**config.mk**
```make
export PLATFORM = sky130hd
export DESIGN_NAME = seg_scan_ctrl_flat
export DESIGN_NICKNAME = d
export VERILOG_FILES = /design/src/rtl/seg_scan_if.sv /design/src/rtl/seg_scan_ctrl.sv /design/src/flat_wrapper.sv
export SDC_FILE = /design/constraint.sdc
export NUM_CORES = 1
export LEC_CHECK = 0
export CAP_MARGIN = 20
export CORE_AREA = 8 8 101 103
export DETAILED_ROUTE_END_ITERATION = 12
export DIE_AREA = 0 0 109 111
export SLEW_MARGIN = 10
export SYNTH_ARGS = -nofsm -noshare
export SYNTH_HDL_FRONTEND = slang
export SYNTH_SLANG_ARGS = --single-unit
```
**constraint.sdc**
```tcl
create_clock -name clk -period 9.1 [get_ports clk]
set_clock_uncertainty 0.05 [all_clocks]
set_input_delay 1.82 -clock clk [delete_from_list [all_inputs] [get_ports clk]]
set_output_delay 1.82 -clock clk [all_outputs]
set_load 0.02 [all_outputs]
```
**src/rtl/seg_scan_if.sv**
```systemverilog
// seg_scan_if: value inputs and display pins of the multiplexed 7-segment scanner
interface seg_scan_if #(
  parameter int DIGITS = 6
);
  localparam int SEL_W = (DIGITS > 1) ? $clog2(DIGITS) : 1;
  logic [4*DIGITS-1:0] data_in;
  logic [DIGITS-1:0]   dp_in;
  logic [DIGITS-1:0]   blank_in;
  logic [7:0]          seg;
  logic [SEL_W-1:0]    sel;
  logic                frame_done;
  modport master (output data_in, dp_in, blank_in, input seg, sel, frame_done);
  modport slave (input data_in, dp_in, blank_in, output seg, sel, frame_done);
endinterface

```
**src/rtl/seg_scan_ctrl.sv**
```systemverilog
// seg_scan_ctrl: multiplexed hex 7-segment scanner with dead time and frame capture; SEG_LZ_BLANK_EN adds leading-zero suppression
module seg_scan_ctrl #(
  parameter int CLK_HZ         = 50_000_000,
  parameter int SCAN_HZ        = 1000,
  parameter int DIGITS         = 6,
  parameter int BLANK_CYC      = 2,
  parameter int SEG_ACTIVE_LOW = 1
) (
  input logic       clk,
  input logic       rst_n,
  seg_scan_if.slave bus
);
  localparam int TICK  = CLK_HZ / SCAN_HZ;
  localparam int CW    = (TICK > 1) ? $clog2(TICK) : 1;
  localparam int SEL_W = (DIGITS > 1) ? $clog2(DIGITS) : 1;
  localparam logic [7:0] POL = (SEG_ACTIVE_LOW != 0) ? 8'hFF : 8'h00;
  localparam logic [16*7-1:0] SEG_LUT = {
    7'h71, 7'h79, 7'h5E, 7'h39, 7'h7C, 7'h77, 7'h6F, 7'h7F,
    7'h07, 7'h7D, 7'h6D, 7'h66, 7'h4F, 7'h5B, 7'h06, 7'h3F
  };
  logic [CW-1:0]       r_cnt;
  logic [SEL_W-1:0]    r_sel;
  logic [3:0]          r_blank_cnt;
  logic [4*DIGITS-1:0] r_data;
  logic [DIGITS-1:0]   r_dp;
  logic [DIGITS-1:0]   r_blank;
  logic [7:0]          r_seg;
  logic                r_frame_done;
  logic                w_tick;
  logic                w_wrap;
  logic [SEL_W-1:0]    w_sel_nxt;
  logic [SEL_W-1:0]    w_idx;
  logic [3:0]          w_blank_nxt;
  logic [3:0]          w_nib;
  logic [7:0]          w_seg_hi;
  logic [DIGITS-1:0]   w_lz;
  assign w_tick      = r_cnt == CW'(TICK - 1);
  assign w_wrap      = w_tick && r_sel == SEL_W'(DIGITS - 1);
  assign w_sel_nxt   = w_wrap ? '0 : r_sel + SEL_W'(w_tick);
  assign w_blank_nxt = w_tick ? 4'(BLANK_CYC) : r_blank_cnt - 4'(r_blank_cnt != 4'd0);
  assign w_idx       = SEL_W'(DIGITS - 1) - r_sel;
  assign w_nib       = r_data[{w_idx, 2'b00} +: 4];
  // Dead time is judged on the upcoming count so the tick edge itself already drives OFF alongside the new sel
  assign w_seg_hi    = (w_blank_nxt != 4'd0 || r_blank[w_idx]) ? 8'h00 : {r_dp[w_idx], SEG_LUT[7*w_nib +: 7]};
`ifdef SEG_LZ_BLANK_EN
  logic w_lz_run;
  // Blank zero digits from the left until a nonzero nibble or a lit dp; the last digit always shows
  always_comb begin
    w_lz     = '0;
    w_lz_run = 1'b1;
    for (int i = 0; i < DIGITS - 1; i++) begin
      w_lz_run = w_lz_run && bus.data_in[4*(DIGITS-1-i) +: 4] == 4'h0 && !bus.dp_in[DIGITS-1-i];
      w_lz[DIGITS-1-i] = w_lz_run;
    end
  end
`else
  assign w_lz = '0;
`endif
  // Prescaler, digit select, dead-time counter and frame pulse
  always_ff @(posedge clk or negedge rst_n) begin
    if (!rst_n) begin
      r_cnt        <= '0;
      r_sel        <= '0;
      r_blank_cnt  <= 4'(BLANK_CYC);
      r_frame_done <= 1'b0;
    end else begin
      r_cnt        <= w_tick ? '0 : r_cnt + 1'b1;
      r_sel        <= w_sel_nxt;
      r_blank_cnt  <= w_blank_nxt;
      r_frame_done <= w_wrap;
    end
  end
  // Shadow registers load only at the frame boundary so a frame is always coherent
  always_ff @(posedge clk or negedge rst_n) begin
    if (!rst_n) begin
      r_data  <= '0;
      r_dp    <= '0;
      r_blank <= '1;
    end else if (w_wrap) begin
      r_data  <= bus.data_in;
      r_dp    <= bus.dp_in;
      r_blank <= bus.blank_in | w_lz;
    end
  end
  // Registered segment bus with output polarity applied
  always_ff @(posedge clk or negedge rst_n) begin
    if (!rst_n) r_seg <= POL;
    else r_seg <= w_seg_hi ^ POL;
  end
  assign bus.seg        = r_seg;
  assign bus.sel        = r_sel;
  assign bus.frame_done = r_frame_done;
endmodule

```
**src/flat_wrapper.sv**
```systemverilog
// flat-port wrapper written by rule: the top's interface ports become plain ports
module seg_scan_ctrl_flat 
#(
  parameter int CLK_HZ         = 50_000_000,
  parameter int SCAN_HZ        = 1000,
  parameter int DIGITS         = 6,
  parameter int BLANK_CYC      = 2,
  parameter int SEG_ACTIVE_LOW = 1
)
  (clk, rst_n, bus_data_in, bus_dp_in, bus_blank_in, bus_seg, bus_sel, bus_frame_done);
  seg_scan_if #(.DIGITS(DIGITS)) bus_i ();
  input logic clk;
  input logic rst_n;
  input wire logic [$bits(bus_i.data_in)-1:0] bus_data_in;
  input wire logic [$bits(bus_i.dp_in)-1:0] bus_dp_in;
  input wire logic [$bits(bus_i.blank_in)-1:0] bus_blank_in;
  output wire logic [$bits(bus_i.seg)-1:0] bus_seg;
  output wire logic [$bits(bus_i.sel)-1:0] bus_sel;
  output wire logic [$bits(bus_i.frame_done)-1:0] bus_frame_done;
  assign bus_i.data_in = bus_data_in;
  assign bus_i.dp_in = bus_dp_in;
  assign bus_i.blank_in = bus_blank_in;
  assign bus_seg = bus_i.seg;
  assign bus_sel = bus_i.sel;
  assign bus_frame_done = bus_i.frame_done;
  seg_scan_ctrl #(.CLK_HZ(CLK_HZ), .SCAN_HZ(SCAN_HZ), .DIGITS(DIGITS), .BLANK_CYC(BLANK_CYC), .SEG_ACTIVE_LOW(SEG_ACTIVE_LOW)) u_core (.clk(clk), .rst_n(rst_n), .bus(bus_i));
endmodule
```
# Yosys cells after proc, flatten, opt, wreduce, memory -nomap -nowiden
# Cells that the tools add are included.
[word_totals] regBits=68 inputBits=38 output_inout_bits=12 wordCells=31
[classes] addsub=4 n_mul=1 order_cmp=1 eq_ne=2 shift=2 n_mux=8 bitwise_logic=1 reduce_logical=4
[ops] cell="112-bit by 8-bit indexed part select with 7-bit output, first input constant" n=1
[ops] cell="24-bit by 6-bit indexed part select with 4-bit output" n=1
[ops] cell="16-bit by 1-bit adder with 16-bit output, second input constant" n=1
[ops] cell="16-bit == test, second input constant" n=1
[ops] cell="16-bit 2-to-1 mux" n=1
[ops] cell="8-bit 2-to-1 mux" n=1
[ops] cell="8-bit NOT" n=1
[ops] cell="4-bit nonzero test" n=2
[ops] cell="3-bit by 4-bit multiplier with 7-bit output, first input constant" n=1
[ops] cell="1-bit binary-select mux with 3-bit select" n=2
[ops] cell="3-bit by 4-bit less-than comparator with 1-bit output, second input constant" n=1
[ops] cell="4-bit 2-to-1 mux" n=1
[ops] cell="4-bit by 1-bit subtractor with 4-bit output" n=1
[ops] cell="3-bit by 1-bit adder with 3-bit output" n=1
[ops] cell="3-bit == test, second input constant" n=1
[ops] cell="3-bit 2-to-1 mux" n=1
[ops] cell="3-bit subtractor, first input constant" n=1
[ops] cell="1-bit 2-to-1 mux" n=2
[ops] cell="1-bit logical AND" n=1
[ops] cell="1-bit logical OR" n=1

# Logic depth before layout (Yosys ltp)
# Gate-level depths: netlist of the first run.
[logic_depth] ltp_word=7 ltp_mapped=13 ltp_nobuf=11

# Worst setup path before layout of the first run
# OpenSTA, ideal clock, no wires.
[synth_path] kind="reg2reg" startpoint="reg u_core.r_sel[1], in the netlist u_core.bus.sel[1]" endpoint="reg u_core.r_seg[3], in the netlist u_core.bus.seg[3]" setup_time_ns=0.079 t_arrival_ns=3.087 required_ns=8.971 setup_slack_ns=5.884 path_stages_with_launch=12 path_buffers=2 period_less_slack_ns=3.216 path_cell_list="dfrtp_1 -> buf_1 -> inv_1 -> ha_1 -> buf_1 -> clkinv_1 -> a21oi_1 -> ha_1 -> a21o_1 -> a221oi_1 -> a22oi_1 -> o21ai_0"
[synth_via] elab_chain_cells=6 elab_cells_between_ends=9 classes_between="add/sub (1); mul (1); shift (2); mux (3); bitwise (1); reduce/logical (1)"
[synth_rtl] element="start, declared" line_no="seg_scan_ctrl.sv:22" text="logic [SEL_W-1:0] r_sel;"
[synth_rtl] element="start signal, assigned" line_no="seg_scan_ctrl.sv:68" text="r_sel <= w_sel_nxt;"
[synth_rtl] element="3-bit subtractor *" line_no="seg_scan_ctrl.sv:41" text="assign w_idx = SEL_W'(DIGITS - 1) - r_sel;"
[synth_rtl] element="24-bit by 6-bit indexed part select with 4-bit output or 1-bit binary-select mux with 3-bit select (tied branches)" line_no="seg_scan_ctrl.sv:42, seg_scan_ctrl.sv:44"
[synth_rtl] element="3-bit by 4-bit multiplier with 7-bit output or 1-bit 2-to-1 mux (tied branches)" line_no="seg_scan_ctrl.sv:44" text="assign w_seg_hi = (w_blank_nxt != 4'd0 || r_blank[w_idx]) ? 8'h00 : {r_dp[w_idx], SEG_LUT[7*w_nib +: 7]};"
[synth_rtl] element="112-bit by 8-bit indexed part select with 7-bit output or 1-bit logical OR (tied branches)" line_no="seg_scan_ctrl.sv:44"
[synth_rtl] element="8-bit 2-to-1 mux *" line_no="seg_scan_ctrl.sv:44"
[synth_rtl] element="8-bit NOT (no line) *"
[synth_rtl] element="end signal, assigned" line_no="seg_scan_ctrl.sv:88" text="else r_seg <= w_seg_hi ^ POL;"
[synth_rtl] element="end, declared" line_no="seg_scan_ctrl.sv:27" text="logic [7:0] r_seg;"
# Mark *: on every way between the ends. The rest lies on a longest branch, timed or not. The select of a mux whose other input is x is not followed.
# A chain may end at the register's enable or synchronous reset.

# Final worst setup path of the first run
[layout_path] startpoint="reg u_core.r_sel[0], in the netlist u_core.bus.sel[0]" endpoint="out bus_sel[0]"
[layout_rtl] element="end, declared" line_no="flat_wrapper.sv:18" text="output wire logic [$bits(bus_i.sel)-1:0] bus_sel;"
# No word-level cell between the ends.

==> run_summary.xml, run 1 <==
<?xml version="1.0" encoding="UTF-8"?>
<metrics>
  <group name="die">
    <metric name="num_rows" unit="">34</metric>
    <metric name="floorplan.die_area" unit="µm²">12100</metric>
    <metric name="floorplan.initialDensity" unit="">0.391</metric>
    <metric name="dieWidth" unit="µm">109</metric>
    <metric name="ios" unit="">50</metric>
    <metric name="fp.coreArea" unit="µm²">8550</metric>
    <metric name="die-height" unit="µm">111</metric>
  </group>
  <group name="yosys">
    <metric name="synth_async_sr_flop_share" unit="">1.00</metric>
    <metric name="ys_ff_latch" unit="">68</metric>
    <metric name="synth.lib_cells_used.distinct" unit="">48</metric>
    <metric name="synthesis.nets" unit="">312</metric>
    <metric name="synthesis.instances" unit="">262</metric>
    <metric name="syn_area_per_cell" unit="µm²">12.8</metric>
    <metric name="yosysSeqAreaShare" unit="">0.515</metric>
    <metric name="count_of_yosys_warnings_during_synthesis" unit="">0</metric>
    <metric name="ys.flop_type" unit="">sky130_fd_sc_hd__dfrtp_1</metric>
    <metric name="post_synth_instance_area" unit="µm²">3340</metric>
    <metric name="synth-edff-count" unit="">0</metric>
  </group>
  <group name="critical_path">
    <metric name="worst-path-buf-inv" unit="">1</metric>
    <metric name="worst_path_largest_cell_delay" unit="ns">0.86</metric>
    <metric name="worstPathCellList" unit="">clkdlybuf4s50_1</metric>
    <metric name="arrival_time_of_data_at_the_critical_path_endpoint" unit="ns">1.95</metric>
    <metric name="timing.critical_path.to_type" unit="">output pin</metric>
    <metric name="cp_max_fo" unit="">15</metric>
    <metric name="regToRegStartpoint" unit="">u_core.bus.sel[1]</metric>
    <metric name="start_kind" unit="">flop</metric>
    <metric name="timing.critical_path.required" unit="ns">7.23</metric>
    <metric name="critical_path.startpoint" unit="">u_core.bus.sel[0]</metric>
    <metric name="critPathTopFamily" unit="">flip-flops</metric>
    <metric name="crit_path_slowest_cell" unit="">sky130_fd_sc_hd__dfrtp_1</metric>
    <metric name="path_class" unit="">reg2out</metric>
  </group>
  <group name="cts">
    <metric name="cts-htree-levels" unit="">3</metric>
    <metric name="cts_num_sinks" unit="">68</metric>
    <metric name="clock_tree_from_tritoncts" unit="">done</metric>
    <metric name="cts.hold.buffers_added" unit="">0</metric>
    <metric name="clk_pin_slew" unit="ns">0.07</metric>
    <metric name="clk_path_buf_depth" unit="">2</metric>
    <metric name="clk-insertion-delay-late" unit="ns">0.34</metric>
    <metric name="cts_inserted_buffers" unit="">9</metric>
    <metric name="ctsRootBufferMaster" unit="">sky130_fd_sc_hd__clkbuf_8</metric>
    <metric name="post-cts-setup-buffer-count" unit="">0</metric>
    <metric name="resize_count_post_cts" unit="">0</metric>
  </group>
  <group name="route">
    <metric name="drt_first_pass_iters" unit="">4</metric>
    <metric name="route.detailed.drc" unit="">0</metric>
    <metric name="detail_route.wl_per_cell" unit="µm">15.6</metric>
    <metric name="antenna_left" unit="">0</metric>
    <metric name="first_iter_violations" unit="">88</metric>
    <metric name="via_count" unit="">2189</metric>
    <metric name="routed_wirelength" unit="µm">6660</metric>
    <metric name="routed_via_density" unit="">5.11</metric>
  </group>
  <group name="pwr">
    <metric name="power_leakage" unit="µW">0.00187</metric>
    <metric name="power_switching" unit="µW">121</metric>
    <metric name="seq_power_share" unit="">0.512</metric>
    <metric name="pwr-share-comb" unit="">0.037</metric>
    <metric name="power.density_cell_area" unit="nW/µm²">143</metric>
    <metric name="clock_power_share" unit="">0.452</metric>
    <metric name="power.share.switching" unit="">0.204</metric>
    <metric name="irDropWorstVdd" unit="V">0.0000918</metric>
    <metric name="internal_power" unit="µW">471</metric>
    <metric name="total_power" unit="µW">591</metric>
  </group>
  <group name="timing">
    <metric name="min_period_over_period" unit="">0.419</metric>
    <metric name="worst_slew_pin_slew" unit="ns">0.902</metric>
    <metric name="setup_tns" unit="ns">0</metric>
    <metric name="timing.max_slew.rel_slack" unit="">0.397</metric>
    <metric name="timing.final.crit_period" unit="ns">3.82</metric>
    <metric name="max_freq" unit="MHz">262</metric>
    <metric name="grt_setup_unrepaired" unit="">false</metric>
    <metric name="timing.final.hold_violations" unit="">0</metric>
    <metric name="setup-violations-final" unit="">0</metric>
    <metric name="final-max-slew-violation-count" unit="">0</metric>
  </group>
  <group name="global_routing">
    <metric name="initial_antenna_violation_count" unit="">0</metric>
    <metric name="grt_pass1_vias" unit="">2293</metric>
    <metric name="gr-total-overflow" unit="">0</metric>
    <metric name="grt_max_degree" unit="">69</metric>
    <metric name="grt_util_all_layers" unit="">0.118</metric>
    <metric name="global_route_wire_length_before_repair" unit="µm">11400</metric>
  </group>
  <group name="min_path">
    <metric name="min_from" unit="">u_core.r_cnt[0]</metric>
    <metric name="hold_class" unit="">reg2reg</metric>
  </group>
  <group name="placed_design">
    <metric name="hpwlAfterDp" unit="µm">4600</metric>
    <metric name="finalWeightedCongestion" unit="">0.879</metric>
    <metric name="io_buffers" unit="">49</metric>
  </group>
  <group name="finish">
    <metric name="drive_above_1_share" unit="">0.250</metric>
    <metric name="register_area" unit="µm²">1720</metric>
    <metric name="fin_nets" unit="">365</metric>
    <metric name="nFillCells" unit="">777</metric>
    <metric name="diodes" unit="">0</metric>
    <metric name="multi_input_comb_area" unit="µm²">1530</metric>
    <metric name="area_growth_from_synthesis_to_final_layout" unit="%">23.4</metric>
  </group>
  <group name="run">
    <metric name="cap_viol_max_count" unit="">0</metric>
  </group>
  <group name="status">
    <metric name="status" unit="">finished clean</metric>
  </group>
</metrics>
[layout make-up]
cell class	count	share of cell area
flip-flops and latches	68	0.417
repair buffers	50	0.120
well taps	108	0.0328
clock buffers	10	0.0309
multi-input cells	177	0.370
clock inverters	6	0.0215
inverters	9	0.00819
[routing by layer]
layer / wire [µm] / global-route usage / vias up
met5: 0 / 0 / -
met4: 55 / 0.0402 / 0
met3: 345 / 0.0395 / 2
met2: 2950 / 0.170 / 55
met1: 3310 / 0.161 / 1073
li1: - / - / 1059
[kinds of logic after synthesis]
group	Yosys count	synth area share
adders and majority gates	12	0.0449
and+or+nand+nor	69	0.113
AOI/OAI and AO/OA	32	0.0678
xor gates and xnor gates	16	0.0419
muxes	48	0.188
DFF	68	0.515
buffers and inverters	17	0.0288
[cell usage after synthesis (all sizes together), types with 2 or more instances]
cell type	instances	area share
a21o	2	0.0045
a21oi	8	0.012
a221oi	2	0.0052
a22oi	2	0.0045
and2	2	0.0037
and3	3	0.0071
buf	7	0.018
dfrtp	53	0.40
dfstp	15	0.12
ha	12	0.045
inv	8	0.0090
mux2	38	0.14
mux2i	4	0.012
mux4	6	0.040
nand2	12	0.013
nand3	10	0.015
nand4	2	0.0037
nor2	16	0.018
nor2b	7	0.013
nor3	8	0.012
o211ai	3	0.0067
o21ai	5	0.0075
o221ai	2	0.0052
or3	2	0.0037
or4bb	2	0.0067
xnor2	5	0.013
xor2	11	0.029
[metrics by stage]
stage           util  area (µm²)  std cells  hold slack, ns  setup slack (ns)
2_1_floorplan      -        3340        262           0.403              5.88
3_3_place_gp   0.457        3910        412           0.426              5.58
3_5_place_dp   0.457        3910        412           0.430              5.59
4_1_cts        0.482        4120        428           0.440              5.20
5_1_grt        0.482        4120        428           0.473              5.09
6_report       0.482        4120        428           0.437              5.28
[sequential cells by signal (all words and copies together), names as in the netlist]
name                   cells
u_core.bus.sel             3
u_core.r_dp                6
u_core.bus.frame_done      1
u_core.r_blank             6
u_core.r_cnt              16
u_core.r_blank_cnt         4
u_core.r_data             24
u_core.bus.seg             8
[path summary, 6_finish.rpt]
path | to | slack, ns | cells past startpoint
max | bus_sel[0] | 5.28 | 1
min | u_core.r_cnt[0] | 0.44 | 1
max reg2reg | u_core.bus.seg[3] | 5.53 | 9
min reg2reg | u_core.r_cnt[0] | 0.44 | 1
max in group asynchronous | u_core.r_cnt[11] | 6.84 | 2
min in group asynchronous | u_core.r_data[8] | 1.62 | 2
[power by group through the flow]
stage | registers (µW) | clock network, µW | logic, µW
floorplan | 308 | 0 | 0.178
CTS | 302 | 277 | 22.6
global route | 302 | 290 | 24.2
finish | 302 | 267 | 21.8
detailed placement | 308 | 0 | 22.5
global placement | 308 | 0 | 22.6
[placed cells by master (no fill, tap or decap), drive strengths merged, types with 2 or more instances in the layout]
cell	instances
bufinv	2
dfstp	15
clkinvlp	2
or3	2
nand2	12
clkdlybuf4s50	48
a221oi	2
o21ai	5
a21o	2
clkinv	3
nor2b	7
and3	3
xnor2	5
and2	2
o221ai	2
a22oi	2
mux2	38
nand3	10
inv	8
dfrtp	53
mux2i	4
ha	12
nand4	2
xor2	11
or4bb	2
nor3	8
clkbuf	10
a21oi	8
o211ai	3
nor2	16
buf	2
mux4	6
Note: power is estimated with default switching activity, not from simulation.
==> run 2: changes to the inputs <==
- clock period: 9.1 -> 3.9 ns (I/O delays scaled with it)
==> run 2 against run 1 <==
Effect of this change:
- non-clock buffer count is 3 higher
- cell area is 1.1% higher
- via count is 2.2% higher
- sequential share of layout area is 0.46 points lower
- die area stayed put
- flip-flop and latch count stayed put
- critical path depth is 8 higher
- clock-buffer cell count stayed put
- register-to-register slack worse by 4.5 ns
- critical path type is now reg2reg
==> run_summary.xml, run 2 (same netlist as run 1, synthesis figures left out) <==
<?xml version="1.0" encoding="UTF-8"?>
<metrics>
  <group name="status">
    <metric name="status" unit="">finished clean</metric>
  </group>
  <group name="cts">
    <metric name="ctsRootBufferMaster" unit="">sky130_fd_sc_hd__clkbuf_8</metric>
    <metric name="clock_tree_from_tritoncts" unit="">done</metric>
    <metric name="cts_num_sinks" unit="">68</metric>
    <metric name="clk_path_buf_depth" unit="">2</metric>
    <metric name="cts_inserted_buffers" unit="">9</metric>
    <metric name="clk_pin_slew" unit="ns">0.08</metric>
    <metric name="cts-htree-levels" unit="">3</metric>
    <metric name="resize_count_post_cts" unit="">0</metric>
    <metric name="post-cts-setup-buffer-count" unit="">0</metric>
    <metric name="cts.hold.buffers_added" unit="">0</metric>
    <metric name="clk-insertion-delay-late" unit="ns">0.34</metric>
  </group>
  <group name="global_routing">
    <metric name="initial_antenna_violation_count" unit="">0</metric>
    <metric name="global_route_wire_length_before_repair" unit="µm">11900</metric>
    <metric name="grt_max_degree" unit="">42</metric>
    <metric name="grt_pass1_vias" unit="">2351</metric>
    <metric name="gr-total-overflow" unit="">0</metric>
    <metric name="grt_util_all_layers" unit="">0.125</metric>
  </group>
  <group name="min_path">
    <metric name="hold_class" unit="">in2async</metric>
  </group>
  <group name="finish">
    <metric name="area_growth_from_synthesis_to_final_layout" unit="%">24.8</metric>
    <metric name="final_cell_count_no_fill" unit="">431</metric>
    <metric name="drive_above_1_share" unit="">0.257</metric>
    <metric name="fin_nets" unit="">368</metric>
    <metric name="layout.cells.most_common_list" unit="">sky130_fd_sc_hd__dfrtp_1, sky130_fd_sc_hd__clkdlybuf4s50_1, sky130_fd_sc_hd__mux2_2, sky130_fd_sc_hd__nor2_1, sky130_fd_sc_hd__dfstp_2</metric>
    <metric name="max_reg_flops" unit="">24</metric>
    <metric name="regMostFlops" unit="">u_core.r_data</metric>
    <metric name="finalCoreUtilization" unit="">0.488</metric>
    <metric name="diodes" unit="">0</metric>
    <metric name="postLayoutCellArea" unit="µm²">4170</metric>
    <metric name="mostFrequentLayoutCell" unit="">sky130_fd_sc_hd__dfrtp_1</metric>
  </group>
  <group name="critical_path">
    <metric name="worst_path_largest_cell_delay" unit="ns">0.44</metric>
    <metric name="cp_max_fo" unit="">10</metric>
    <metric name="critPathTopFamily" unit="">compound AO/OA/AOI/OAI gates</metric>
    <metric name="timing.critical_path.to_type" unit="">flop</metric>
    <metric name="timing.critical_path.required" unit="ns">4.11</metric>
    <metric name="arrival_time_of_data_at_the_critical_path_endpoint" unit="ns">3.13</metric>
    <metric name="path_class" unit="">reg2reg</metric>
    <metric name="crit_path_slowest_cell" unit="">sky130_fd_sc_hd__ha_1</metric>
    <metric name="worstPathCellList" unit="">inv_1, ha_1, clkinv_1, a21oi_1, ha_1, a21o_1, a221oi_1, a22oi_1, o21ai_0</metric>
    <metric name="worst-path-buf-inv" unit="">2</metric>
    <metric name="reg2reg_slack" unit="ns">0.98</metric>
    <metric name="path_common_cell" unit="">sky130_fd_sc_hd__ha_1</metric>
    <metric name="start_kind" unit="">flop</metric>
  </group>
  <group name="die">
    <metric name="floorplan.initialDensity" unit="">0.391</metric>
    <metric name="floorplan.die_area" unit="µm²">12100</metric>
    <metric name="ios" unit="">50</metric>
    <metric name="fp.coreArea" unit="µm²">8550</metric>
    <metric name="die-height" unit="µm">111</metric>
    <metric name="num_rows" unit="">34</metric>
    <metric name="dieWidth" unit="µm">109</metric>
  </group>
  <group name="route">
    <metric name="first_iter_violations" unit="">127</metric>
    <metric name="detail_route.wl_per_cell" unit="µm">15.8</metric>
    <metric name="route.detailed.drc" unit="">0</metric>
    <metric name="routed_wirelength" unit="µm">6820</metric>
    <metric name="via_count" unit="">2238</metric>
    <metric name="antenna_left" unit="">0</metric>
    <metric name="routed_via_density" unit="">5.19</metric>
    <metric name="drt_first_pass_iters" unit="">4</metric>
  </group>
  <group name="timing">
    <metric name="worst_slew_pin_slew" unit="ns">0.765</metric>
    <metric name="max_freq" unit="MHz">343</metric>
    <metric name="final-max-slew-violation-count" unit="">0</metric>
    <metric name="timing.final.hold_violations" unit="">0</metric>
    <metric name="grt_setup_unrepaired" unit="">false</metric>
    <metric name="min_period_over_period" unit="">0.748</metric>
    <metric name="timing.max_slew.rel_slack" unit="">0.489</metric>
    <metric name="setup-violations-final" unit="">0</metric>
    <metric name="worst_hold_check_slack" unit="ns">0.399</metric>
    <metric name="timing.final.crit_period" unit="ns">2.92</metric>
    <metric name="setup_tns" unit="ns">0</metric>
  </group>
  <group name="placed_design">
    <metric name="hpwlAfterDp" unit="µm">4910</metric>
    <metric name="io_buffers" unit="">49</metric>
    <metric name="total_cell_area_at_the_placement_stage" unit="µm²">3930</metric>
    <metric name="finalWeightedCongestion" unit="">0.853</metric>
    <metric name="placedCellCount" unit="">415</metric>
  </group>
  <group name="pwr">
    <metric name="power.density_cell_area" unit="nW/µm²">346</metric>
    <metric name="irDropWorstVdd" unit="V">0.000199</metric>
    <metric name="power_leakage" unit="µW">0.00190</metric>
  </group>
  <group name="run">
    <metric name="cap_viol_max_count" unit="">0</metric>
  </group>
</metrics>
## run 2: report_power, final
part           internal (µW)  total (µW)  switching [µW]  leakage [µW]
clock                    426         688             262      0.000120
sequential               706         706               0      0.000881
combinational           32.5        50.6            18.1      0.000898
## run 2: final timing paths
path	start	endpoint	cells past startpoint
worst max register to register	u_core.bus.sel[1]	u_core.bus.seg[3]	9
worst min register to register	u_core.r_cnt[0]	u_core.r_cnt[0]	1
worst min-delay path	rst_n	u_core.r_data[8]	1
worst max-delay path	u_core.bus.sel[1]	u_core.bus.seg[3]	9
max in group asynchronous	rst_n	u_core.bus.seg[7]	2
min in group clk	u_core.r_cnt[0]	u_core.r_cnt[0]	1
## run 2: final cells by class
cell class              count  area [µm²]
flip-flops and latches     68        1720
well taps                 108         135
fillers                   756        4380
clock inverters             6         113
repair buffers             53         515
clock buffers              10         128
inverters                   9        33.8
multi-input cells         177        1530
## run 2: metrics by stage
| step | total power, µW | setup slack [ns] |
|---|---|---|
| after floorplan | 719 | 0.684 |
| after global placement | 771 | 1.12 |
| after detailed placement | 771 | 1.04 |
| after CTS | 1470 | 1.01 |
| after global routing | 1510 | 0.699 |
| final | 1440 | 0.984 |
## run 2: routing by layer
layer,track usage,part of all wire,wire length [µm]
met5,0,0,0
met4,0.0384,0.013,89
met3,0.0483,0.073,497
met2,0.170,0.44,2990
met1,0.176,0.48,3240
## run 2: worst reg2reg max path, cell delays in order (launching register included)
cell and delay [ns]:
sky130_fd_sc_hd__dfrtp_1 0.35, sky130_fd_sc_hd__inv_1 0.07, sky130_fd_sc_hd__ha_1 0.44, sky130_fd_sc_hd__clkinv_1 0.32, sky130_fd_sc_hd__a21oi_1 0.43, sky130_fd_sc_hd__ha_1 0.32, sky130_fd_sc_hd__a21o_1 0.16, sky130_fd_sc_hd__a221oi_1 0.40
sky130_fd_sc_hd__a22oi_1 0.12, sky130_fd_sc_hd__o21ai_0 0.19
==> run 3: changes to the inputs <==
- clock period: 3.9 -> 2.7 ns (I/O delays scaled with it)
==> run 3 against run 2 <==
Effect of this change:
- clock-buffer cell count increased by 2
- non-clock buffer count increased by 5
- routed wire length increased by 3.4%
- sequential power increased by 44%
- via count decreased by 2.1%
- core utilization increased by 0.28 points
- register-to-register slack got worse by 0.83 ns
- sequential share of layout area decreased by 0.17 points
- cell count increased by 1.2%
- clock power increased by 11%
- global-route usage decreased by 0.23 points
- power increased by 29%
- critical path type unchanged
- largest power group unchanged
==> run_summary.xml, run 3 (same netlist as run 1, synthesis figures left out) <==
<?xml version="1.0" encoding="UTF-8"?>
<metrics>
  <group name="critical_path">
    <metric name="path_class" unit="">reg2reg</metric>
    <metric name="crit_path_slowest_cell" unit="">sky130_fd_sc_hd__mux4_2</metric>
    <metric name="timing.critical_path.to_type" unit="">flop</metric>
    <metric name="regToRegStartpoint" unit="">u_core.bus.sel[0]</metric>
    <metric name="critPathTopFamily" unit="">compound AO/OA/AOI/OAI gates</metric>
    <metric name="start_kind" unit="">flop</metric>
    <metric name="critical_path.startpoint" unit="">u_core.bus.sel[0]</metric>
    <metric name="worst-path-buf-inv" unit="">0</metric>
    <metric name="timing.critical_path.required" unit="ns">2.91</metric>
    <metric name="arrival_time_of_data_at_the_critical_path_endpoint" unit="ns">2.76</metric>
    <metric name="worst_path_largest_cell_delay" unit="ns">0.58</metric>
    <metric name="cp_max_fo" unit="">7</metric>
    <metric name="worstPathCellList" unit="">mux4_2, a21oi_1, ha_1, a21o_1, a221oi_2, a22oi_1, o21ai_0</metric>
  </group>
  <group name="die">
    <metric name="ios" unit="">50</metric>
    <metric name="floorplan.initialDensity" unit="">0.391</metric>
    <metric name="floorplan.die_area" unit="µm²">12100</metric>
    <metric name="num_rows" unit="">34</metric>
    <metric name="die-height" unit="µm">111</metric>
    <metric name="dieWidth" unit="µm">109</metric>
    <metric name="fp.coreArea" unit="µm²">8550</metric>
  </group>
  <group name="cts">
    <metric name="clock_tree_from_tritoncts" unit="">done</metric>
    <metric name="clk_path_buf_depth" unit="">2</metric>
    <metric name="ctsRootBufferMaster" unit="">sky130_fd_sc_hd__clkbuf_8</metric>
    <metric name="cts_num_sinks" unit="">68</metric>
    <metric name="cts_inserted_buffers" unit="">9</metric>
    <metric name="post-cts-setup-buffer-count" unit="">0</metric>
    <metric name="cts-htree-levels" unit="">3</metric>
    <metric name="clk-insertion-delay-late" unit="ns">0.34</metric>
    <metric name="cts.hold.buffers_added" unit="">0</metric>
    <metric name="clk_pin_slew" unit="ns">0.07</metric>
  </group>
  <group name="pwr">
    <metric name="power_leakage" unit="µW">0.00191</metric>
    <metric name="irDropWorstVdd" unit="V">0.000331</metric>
    <metric name="total_power" unit="µW">1860</metric>
    <metric name="power.density_cell_area" unit="nW/µm²">443</metric>
  </group>
  <group name="finish">
    <metric name="layout.cells.most_common_list" unit="">sky130_fd_sc_hd__dfrtp_1, sky130_fd_sc_hd__clkdlybuf4s50_1, sky130_fd_sc_hd__mux2_2, sky130_fd_sc_hd__nor2_1, sky130_fd_sc_hd__dfstp_2</metric>
    <metric name="regMostFlops" unit="">u_core.r_data</metric>
    <metric name="finalCoreUtilization" unit="">0.490</metric>
    <metric name="postLayoutCellArea" unit="µm²">4190</metric>
    <metric name="mostFrequentLayoutCell" unit="">sky130_fd_sc_hd__dfrtp_1</metric>
    <metric name="fin_nets" unit="">373</metric>
    <metric name="area_growth_from_synthesis_to_final_layout" unit="%">25.5</metric>
    <metric name="drive_above_1_share" unit="">0.290</metric>
    <metric name="diodes" unit="">0</metric>
    <metric name="max_reg_flops" unit="">24</metric>
  </group>
  <group name="timing">
    <metric name="fin_ws" unit="ns">0.149</metric>
    <metric name="grt_setup_unrepaired" unit="">false</metric>
    <metric name="final-max-slew-violation-count" unit="">0</metric>
    <metric name="timing.final.hold_violations" unit="">0</metric>
    <metric name="max_freq" unit="MHz">392</metric>
    <metric name="setup-violations-final" unit="">0</metric>
    <metric name="timing.max_slew.rel_slack" unit="">0.594</metric>
    <metric name="worst_slew_pin_slew" unit="ns">0.609</metric>
    <metric name="timing.final.crit_period" unit="ns">2.55</metric>
    <metric name="setup_tns" unit="ns">0</metric>
    <metric name="min_period_over_period" unit="">0.945</metric>
  </group>
  <group name="route">
    <metric name="routed_via_density" unit="">5.03</metric>
    <metric name="antenna_left" unit="">0</metric>
    <metric name="via_count" unit="">2191</metric>
    <metric name="drt_first_pass_iters" unit="">4</metric>
    <metric name="detail_route.wl_per_cell" unit="µm">16.2</metric>
    <metric name="first_iter_violations" unit="">80</metric>
    <metric name="route.detailed.drc" unit="">0</metric>
    <metric name="routed_wirelength" unit="µm">7050</metric>
  </group>
  <group name="min_path">
    <metric name="hold_class" unit="">in2async</metric>
  </group>
  <group name="run">
    <metric name="cap_viol_max_count" unit="">0</metric>
  </group>
  <group name="placed_design">
    <metric name="io_buffers" unit="">49</metric>
    <metric name="total_cell_area_at_the_placement_stage" unit="µm²">3990</metric>
    <metric name="hpwlAfterDp" unit="µm">5020</metric>
    <metric name="detailedPlace.worstSlack" unit="ns">0.175</metric>
    <metric name="finalWeightedCongestion" unit="">0.826</metric>
  </group>
  <group name="global_routing">
    <metric name="grt_pass1_vias" unit="">2334</metric>
    <metric name="gr-total-overflow" unit="">0</metric>
    <metric name="grt_max_degree" unit="">44</metric>
    <metric name="initial_antenna_violation_count" unit="">0</metric>
    <metric name="grt_util_all_layers" unit="">0.122</metric>
    <metric name="global_route_wire_length_before_repair" unit="µm">11800</metric>
  </group>
  <group name="status">
    <metric name="status" unit="">finished clean</metric>
  </group>
</metrics>
[run 3: cell count changes in the layout (fill, tap and decap cells not counted), moves of 2 or more]
cell / previous run / this run
sky130_fd_sc_hd__buf_4: 4 / 8
sky130_fd_sc_hd__bufinv_16: 3 / 0
sky130_fd_sc_hd__clkbuf_8: 9 / 11
sky130_fd_sc_hd__clkinv_2: 1 / 3
sky130_fd_sc_hd__clkinv_4: 2 / 0
sky130_fd_sc_hd__clkinvlp_4: 0 / 2
sky130_fd_sc_hd__dfrtp_1: 53 / 51
sky130_fd_sc_hd__dfrtp_2: 0 / 2
[run 3: per-layer routing]
| layer | global-route usage | vias up | routed length, µm |
|---|---|---|---|
| met3 | 0.0453 | 8 | 381 |
| li1 | - | 1068 | - |
| met2 | 0.167 | 44 | 3000 |
| met1 | 0.172 | 1071 | 3570 |
| met4 | 0.0411 | 0 | 96 |
| met5 | 0 | - | 0 |
[run 3: timing repair]
| item | in CTS | in global routing |
|---|---|---|
| endpoints found under the setup margin | 0 | 2 |
| resized for setup | 0 | 3 |
| hold endpoints to repair | 0 | 0 |
[run 3: final timing paths]
check | endpoint | slack [ns] | depth (start not counted)
min | u_core.bus.frame_done | 0.15 | 1
min in group clk | u_core.r_cnt[0] | 0.43 | 1
max | u_core.bus.seg[3] | 0.15 | 7
max reg2reg | u_core.bus.seg[3] | 0.15 | 7
max in group asynchronous | u_core.r_blank_cnt[1] | 1.75 | 2
min reg2reg | u_core.r_cnt[0] | 0.43 | 1
[run 3: power by group]
group          switching (µW)  internal, µW
Clock                     383           381
Combinational            27.4          49.0
Sequential                  0          1020
[run 3: cell type report]
class	instances	area (µm²)
Tap cell	108	135
Multi-Input combinational cell	177	1560
Clock inverter	4	25.0
Fill cell	768	4360
Clock buffer	12	155
Sequential cell	68	1720
Timing Repair Buffer	58	566
Inverter	9	35.0
[run 3: stage by stage]
stage          hold WS (ns)  cells
2_1_floorplan         0.194    262
3_3_place_gp          0.428    420
3_5_place_dp          0.427    420
4_1_cts               0.159    436
5_1_grt               0.174    436
6_report              0.151    436
